**config.mk**
```make
export PLATFORM = sky130hd
export DESIGN_NAME = rr_decode_arbiter
export DESIGN_NICKNAME = d
export VERILOG_FILES = /design/src/rtl/rr_decode_arbiter.sv
export SDC_FILE = /design/constraint.sdc
export NUM_CORES = 1
export LEC_CHECK = 0
export BUFFER_PORTS_ARGS = -buffer_cell sky130_fd_sc_hd__buf_2
export CELL_PAD_IN_SITES_DETAIL_PLACEMENT = 1
export CELL_PAD_IN_SITES_GLOBAL_PLACEMENT = 2
export CORE_ASPECT_RATIO = 1.2
export CORE_MARGIN = 1
export CORE_UTILIZATION = 35
export DETAILED_ROUTE_END_ITERATION = 6
export MAX_ROUTING_LAYER = met4
export PLACE_DENSITY_LB_ADDON = 0.1
export SLEW_MARGIN = 40
export SYNTH_ARGS = -nofsm -noshare
export SYNTH_HDL_FRONTEND = slang
export SYNTH_SLANG_ARGS = --single-unit
```
**constraint.sdc**
```tcl
create_clock -name clk -period 4.6 [get_ports clk]
set_input_delay 0 -clock clk [delete_from_list [all_inputs] [get_ports clk]]
set_output_delay 0 -clock clk [all_outputs]
set_load 0.05 [all_outputs]
```
**src/rtl/rr_decode_arbiter.sv**
```systemverilog
// Round-robin arbiter for eight requesters. The winner is held while it keeps requesting,
// up to MAX_HOLD cycles. The grant leaves as a registered one-hot decode of the winner index.
module rr_decode_arbiter #(
    parameter int unsigned NUM_REQ  = 8,
    parameter int unsigned IDX_W    = 3,
    parameter int unsigned MAX_HOLD = 16
) (
    input  logic               clk,
    input  logic               rst_n,
    input  logic               arb_en,
    input  logic [NUM_REQ-1:0] req,
    output logic [NUM_REQ-1:0] gnt,
    output logic [IDX_W-1:0]   gnt_idx,
    output logic               gnt_valid,
    output logic               timeout
);

    localparam int unsigned HC_W = (MAX_HOLD == 0) ? 1 : $clog2(MAX_HOLD + 1);
    localparam logic [HC_W-1:0] HC_MAX = HC_W'(MAX_HOLD);

    typedef enum logic [1:0] {
        S_IDLE  = 2'd0,
        S_GRANT = 2'd1,
        S_PARK  = 2'd2
    } state_t;

    state_t             state;
    state_t             state_nxt;
    logic [IDX_W-1:0]   ptr;
    logic [IDX_W-1:0]   ptr_nxt;
    logic [HC_W-1:0]    hold_cnt;
    logic [HC_W-1:0]    hold_nxt;
    logic [NUM_REQ-1:0] gnt_nxt;
    logic [IDX_W-1:0]   gnt_idx_nxt;
    logic               gnt_valid_nxt;
    logic               timeout_nxt;

    logic               win_found;
    logic [IDX_W-1:0]   win_idx;
    logic [IDX_W-1:0]   cand;
    logic               holder_req;
    logic               hold_expired;

    // First requester at or above ptr, wrapping from the top index to 0
    always_comb begin
        win_found = 1'b0;
        win_idx   = ptr;
        cand      = '0;
        for (int unsigned i = 0; i < NUM_REQ; i++) begin
            cand = ptr + IDX_W'(i);
            if (!win_found && req[cand]) begin
                win_found = 1'b1;
                win_idx   = cand;
            end
        end
    end

    assign holder_req   = req[gnt_idx];
    assign hold_expired = (MAX_HOLD != 0) && (hold_cnt == HC_MAX);

    // State and registered outputs
    always_ff @(posedge clk or negedge rst_n) begin
        if (!rst_n) begin
            state     <= S_IDLE;
            ptr       <= '0;
            hold_cnt  <= '0;
            gnt       <= '0;
            gnt_idx   <= '0;
            gnt_valid <= 1'b0;
            timeout   <= 1'b0;
        end else begin
            state     <= state_nxt;
            ptr       <= ptr_nxt;
            hold_cnt  <= hold_nxt;
            gnt       <= gnt_nxt;
            gnt_idx   <= gnt_idx_nxt;
            gnt_valid <= gnt_valid_nxt;
            timeout   <= timeout_nxt;
        end
    end

    // Next-state logic; a release takes priority over a timeout on the same edge
    always_comb begin
        state_nxt = state;
        case (state)
            S_IDLE, S_PARK: begin
                if (arb_en && win_found) begin
                    state_nxt = S_GRANT;
                end else begin
                    state_nxt = S_IDLE;
                end
            end
            S_GRANT: begin
                if (!holder_req || hold_expired) begin
                    state_nxt = S_PARK;
                end
            end
            default: state_nxt = S_IDLE;
        endcase
    end

    // Next values for the output, pointer and hold-counter registers
    always_comb begin
        ptr_nxt       = ptr;
        hold_nxt      = '0;
        gnt_idx_nxt   = gnt_idx;
        gnt_nxt       = '0;
        gnt_valid_nxt = 1'b0;
        timeout_nxt   = 1'b0;
        case (state_nxt)
            S_GRANT: begin
                if (state != S_GRANT) begin
                    gnt_idx_nxt = win_idx;
                    ptr_nxt     = win_idx + IDX_W'(1);
                    hold_nxt    = HC_W'(1);
                end else if (hold_cnt != '1) begin
                    hold_nxt = hold_cnt + HC_W'(1);
                end else begin
                    hold_nxt = hold_cnt;
                end
                for (int unsigned i = 0; i < NUM_REQ; i++) begin
                    gnt_nxt[i] = (gnt_idx_nxt == IDX_W'(i));
                end
                gnt_valid_nxt = 1'b1;
            end
            S_PARK: begin
                // PARK is only entered from GRANT; a still-requesting holder was preempted
                timeout_nxt = holder_req;
            end
            default: begin
            end
        endcase
    end

endmodule

```
==> impl_metrics.csv <==
group,metric,value,unit
status,status,"finished clean",
sta,maxSlewViolCount,0,
clock_network,cts_tree,"yes",
sta,fmax,267.6,MHz
detailed_routing,vias,1961,
die,dieHeight,90.75,um
global_route,grt_pass1_vias,2130,
sta,setup_viol,0,
global_route,grtUsageTotal,0.2043,
clock_network,numClockSinks,23,
global_route,antenna_found_initial,0,
yosys,synth.top_cell.area_share,0.2505,
detailed_routing,first_pass_iters,4,
global_route,grt.overflow.total,0,
yosys,synth.largest_area_cell,"dfrtp_1",
yosys,synthCells,224,
die,rows,31,
yosys,yosysWarnings,0,
clock_network,cts-root-buf,"clkbuf_8",
global_route,grt_max_degree,24,
worst_hold_path,min_from,"arb_en",
finish,syn_to_final_growth,10.08,%
worst_hold_path,hold_end,"gnt_idx[2]$_DFFE_PN0P_",
detailed_routing,wl_per_cell,20.27,um
die,io_pins,24,
sta,finalCritPeriodShare,0.8125,
yosys,ys_seq_elements,23,
worst_setup_path,reg2regPathDepth,10,
sta,skew,5.468,ps
yosys,synthFlopType,"dfrtp_1",
placement,portBuffers,23,
clock_network,insertion_delay,260,ps
placement,finalWeightedCongestion,0.9031,
worst_setup_path,r2r_start,"ptr[0]$_DFFE_PN0P_",
worst_setup_path,start_kind,"flip-flop",
yosys,ys_seq_area_frac,0.2505,
worst_setup_path,ff2ff_setup_slack,860,ps
detailed_routing,drtAntennaViolNets,0,
global_route,grt_pass1_wl,10.92,mm
die,core,6167,um^2
sta,tns,0,ps
finish,antenna_cells,0,
sta,tightest_slew,681.8,ps
yosys,synth_area_per_cell,10.26,um^2
worst_setup_path,r2r-end,"ptr[2]$_DFFE_PN0P_",
clock_network,path_clk_slew,80,ps
sta,hold_viol,0,
clock_network,cts_setup_buffers,0,
worst_hold_path,whs_path_depth,3,
detailed_routing,viasPerCell,6.034,
detailed_routing,wl,6.587,mm
worst_setup_path,path_max_fanout,19,
yosys,synth_edf_count,0,
yosys,synth.distinct_cells,66,
die,start_util,0.3725,
detailed_routing,route.detailed.drc,0,
yosys,yosys-top-cells-area,"dfrtp_1 25%, mux4_2 14%, mux2i_1 9.2%",
worst_setup_path,crit_path_end_kind,"flip-flop",
clock_network,clockBufferDepth,2,
finish,drive_gt1_frac,0.2798,
worst_setup_path,critPathKind,"reg -> reg",
placement,hpwl,5.237,mm
worst_setup_path,cp.arrival,3870,ps
clock_network,numCtsBuffers,3,
sta,rsz0062_at_grt,"no",
sta,slew-limit-headroom,0.5427,
flow_run,max_cap_viol_count,0,
clock_network,cts_max_level,1,
yosys,async_flop_share,1.000,
finish,nNetsFinal,261,
worst_hold_path,hp-class,"in -> reg",
die,dieArea,6893,um^2
yosys,synth.net_count,241,
detailed_routing,drt_iter0_drc,55,
sta,fin_crit,3738,ps
yosys,netlist_area,2297,um^2
worst_setup_path,required,4730,ps
sta,hold_ws,104.3,ps
die,die_w,75.96,um
-- layout by cell type, fill, tap and decap left out, types with 2 or more instances in the layout --
| master | instances |
|---|---|
| dfrtp_1 | 23 |
| buf_2 | 23 |
| mux2i_1 | 21 |
| nor3_1 | 15 |
| mux4_2 | 14 |
| nor2_1 | 14 |
| nand2_1 | 11 |
| inv_1 | 8 |
| o31ai_1 | 6 |
| ha_1 | 6 |
| buf_4 | 6 |
| mux2_2 | 5 |
| nand2b_1 | 4 |
| xnor2_1 | 4 |
| a21oi_1 | 4 |
| mux2_4 | 4 |
| o21ai_0 | 4 |
| nor2b_1 | 3 |
| o211ai_1 | 3 |
| nand3_1 | 3 |
| and3_1 | 3 |
| a211oi_1 | 3 |
| clkbuf_8 | 3 |
| mux2_1 | 2 |
| nand4_1 | 2 |
| and2_1 | 2 |
| a22o_1 | 2 |
| a211oi_2 | 2 |
| a31oi_1 | 2 |
| o22ai_1 | 2 |
| o21ai_1 | 2 |
| o31a_1 | 2 |
| xor2_1 | 2 |
-- metal layers --
layer	global-route usage	part of all wire	vias up
met5	-	0	-
li1	-	-	905
met2	0.3924	0.54	49
met1	0.2153	0.41	993
met4	0.08814	0.033	0
met3	0.009091	0.021	14
-- critical path, cell delays in order (launching register included) --
cell	delay, ps
dfrtp_1	480
buf_4	350
mux4_2	660
mux2_2	350
nand3b_4	200
or4b_4	550
and3_4	230
xnor2_1	130
ha_1	240
nor4_1	300
o31ai_1	110
-- sequential cells by signal, summed over array words and instances, names as in the netlist --
signal     flops
gnt_valid      1
gnt_idx        3
timeout        1
state          2
gnt            8
hold_cnt       5
ptr            3
-- synthesized netlist by cell type, types with 2 or more instances --
master     n
o211ai_1   3
nor2b_1    3
mux4_2    14
o31a_1     2
a31oi_1    2
nand2b_1   4
mux2_2     5
ha_1       6
a22o_1     2
o31ai_1    6
a211oi_1   3
inv_1      8
mux2_1     2
o21ai_1    2
nand2_1   11
nor2_1    14
a211oi_2   2
mux2_4     4
nand4_1    2
o22ai_1    2
and2_1     2
and3_1     3
xor2_1     2
buf_2      3
nor3_1    15
nand3_1    3
o21ai_0    4
a21oi_1    4
dfrtp_1   23
mux2i_1   21
xnor2_1    4
clkbuf_1   9
-- worst max-delay path by stage --
stage | start | to | slack [ps] | cells after the start
2_1_floorplan | ptr[1]$_DFFE_PN0P_ | ptr[2]$_DFFE_PN0P_ | 1050 | 11
3_3_place_gp | ptr[0]$_DFFE_PN0P_ | ptr[2]$_DFFE_PN0P_ | 940 | 10
3_5_place_dp | ptr[0]$_DFFE_PN0P_ | ptr[2]$_DFFE_PN0P_ | 880 | 10
4_1_cts | ptr[0]$_DFFE_PN0P_ | ptr[2]$_DFFE_PN0P_ | 870 | 10
5_1_grt | ptr[0]$_DFFE_PN0P_ | ptr[2]$_DFFE_PN0P_ | 660 | 10
6_report | ptr[0]$_DFFE_PN0P_ | ptr[2]$_DFFE_PN0P_ | 860 | 10
-- cells by family after synthesis --
| group | count (synthesis) | synth area share |
|---|---|---|
| xor gates and xnor gates | 7 | 0.02996 |
| muxes | 47 | 0.2952 |
| buffers and inverters | 23 | 0.05120 |
| DFF | 23 | 0.2505 |
| and+or+nand+nor | 68 | 0.1656 |
| AOI/OAI and AO/OA | 50 | 0.1748 |
| adders and majority gates | 6 | 0.03268 |
-- per-stage QoR --
step,utilization,worst slack [ps],std cells,area [um^2]
6_report,0.4100,862.5,325,2529
3_5_place_dp,0.4009,882.6,320,2472
2_1_floorplan,-,1047,224,2297
4_1_cts,0.4100,867.4,325,2529
3_3_place_gp,0.4009,937.6,320,2472
5_1_grt,0.4100,658.0,325,2529
-- repair_timing --
action / 4_1_cts / 5_1_grt
hold buffers: 1 / 0
endpoints found under the hold margin: 23 / 0
gates resized for setup: 0 / 0
-- area by class of cell --
type	instances	area [um^2]
Fill cell	708	3638
Multi-Input combinational cell	178	1604
Sequential cell	23	575.6
Timing Repair Buffer	30	170.2
Tap cell	82	102.6
Clock buffer	3	41.29
Inverter	8	30.03
Clock inverter	1	5.005
Power is not shown: default switching activity piles up to over one toggle a cycle in this logic, so the estimate is an artifact.
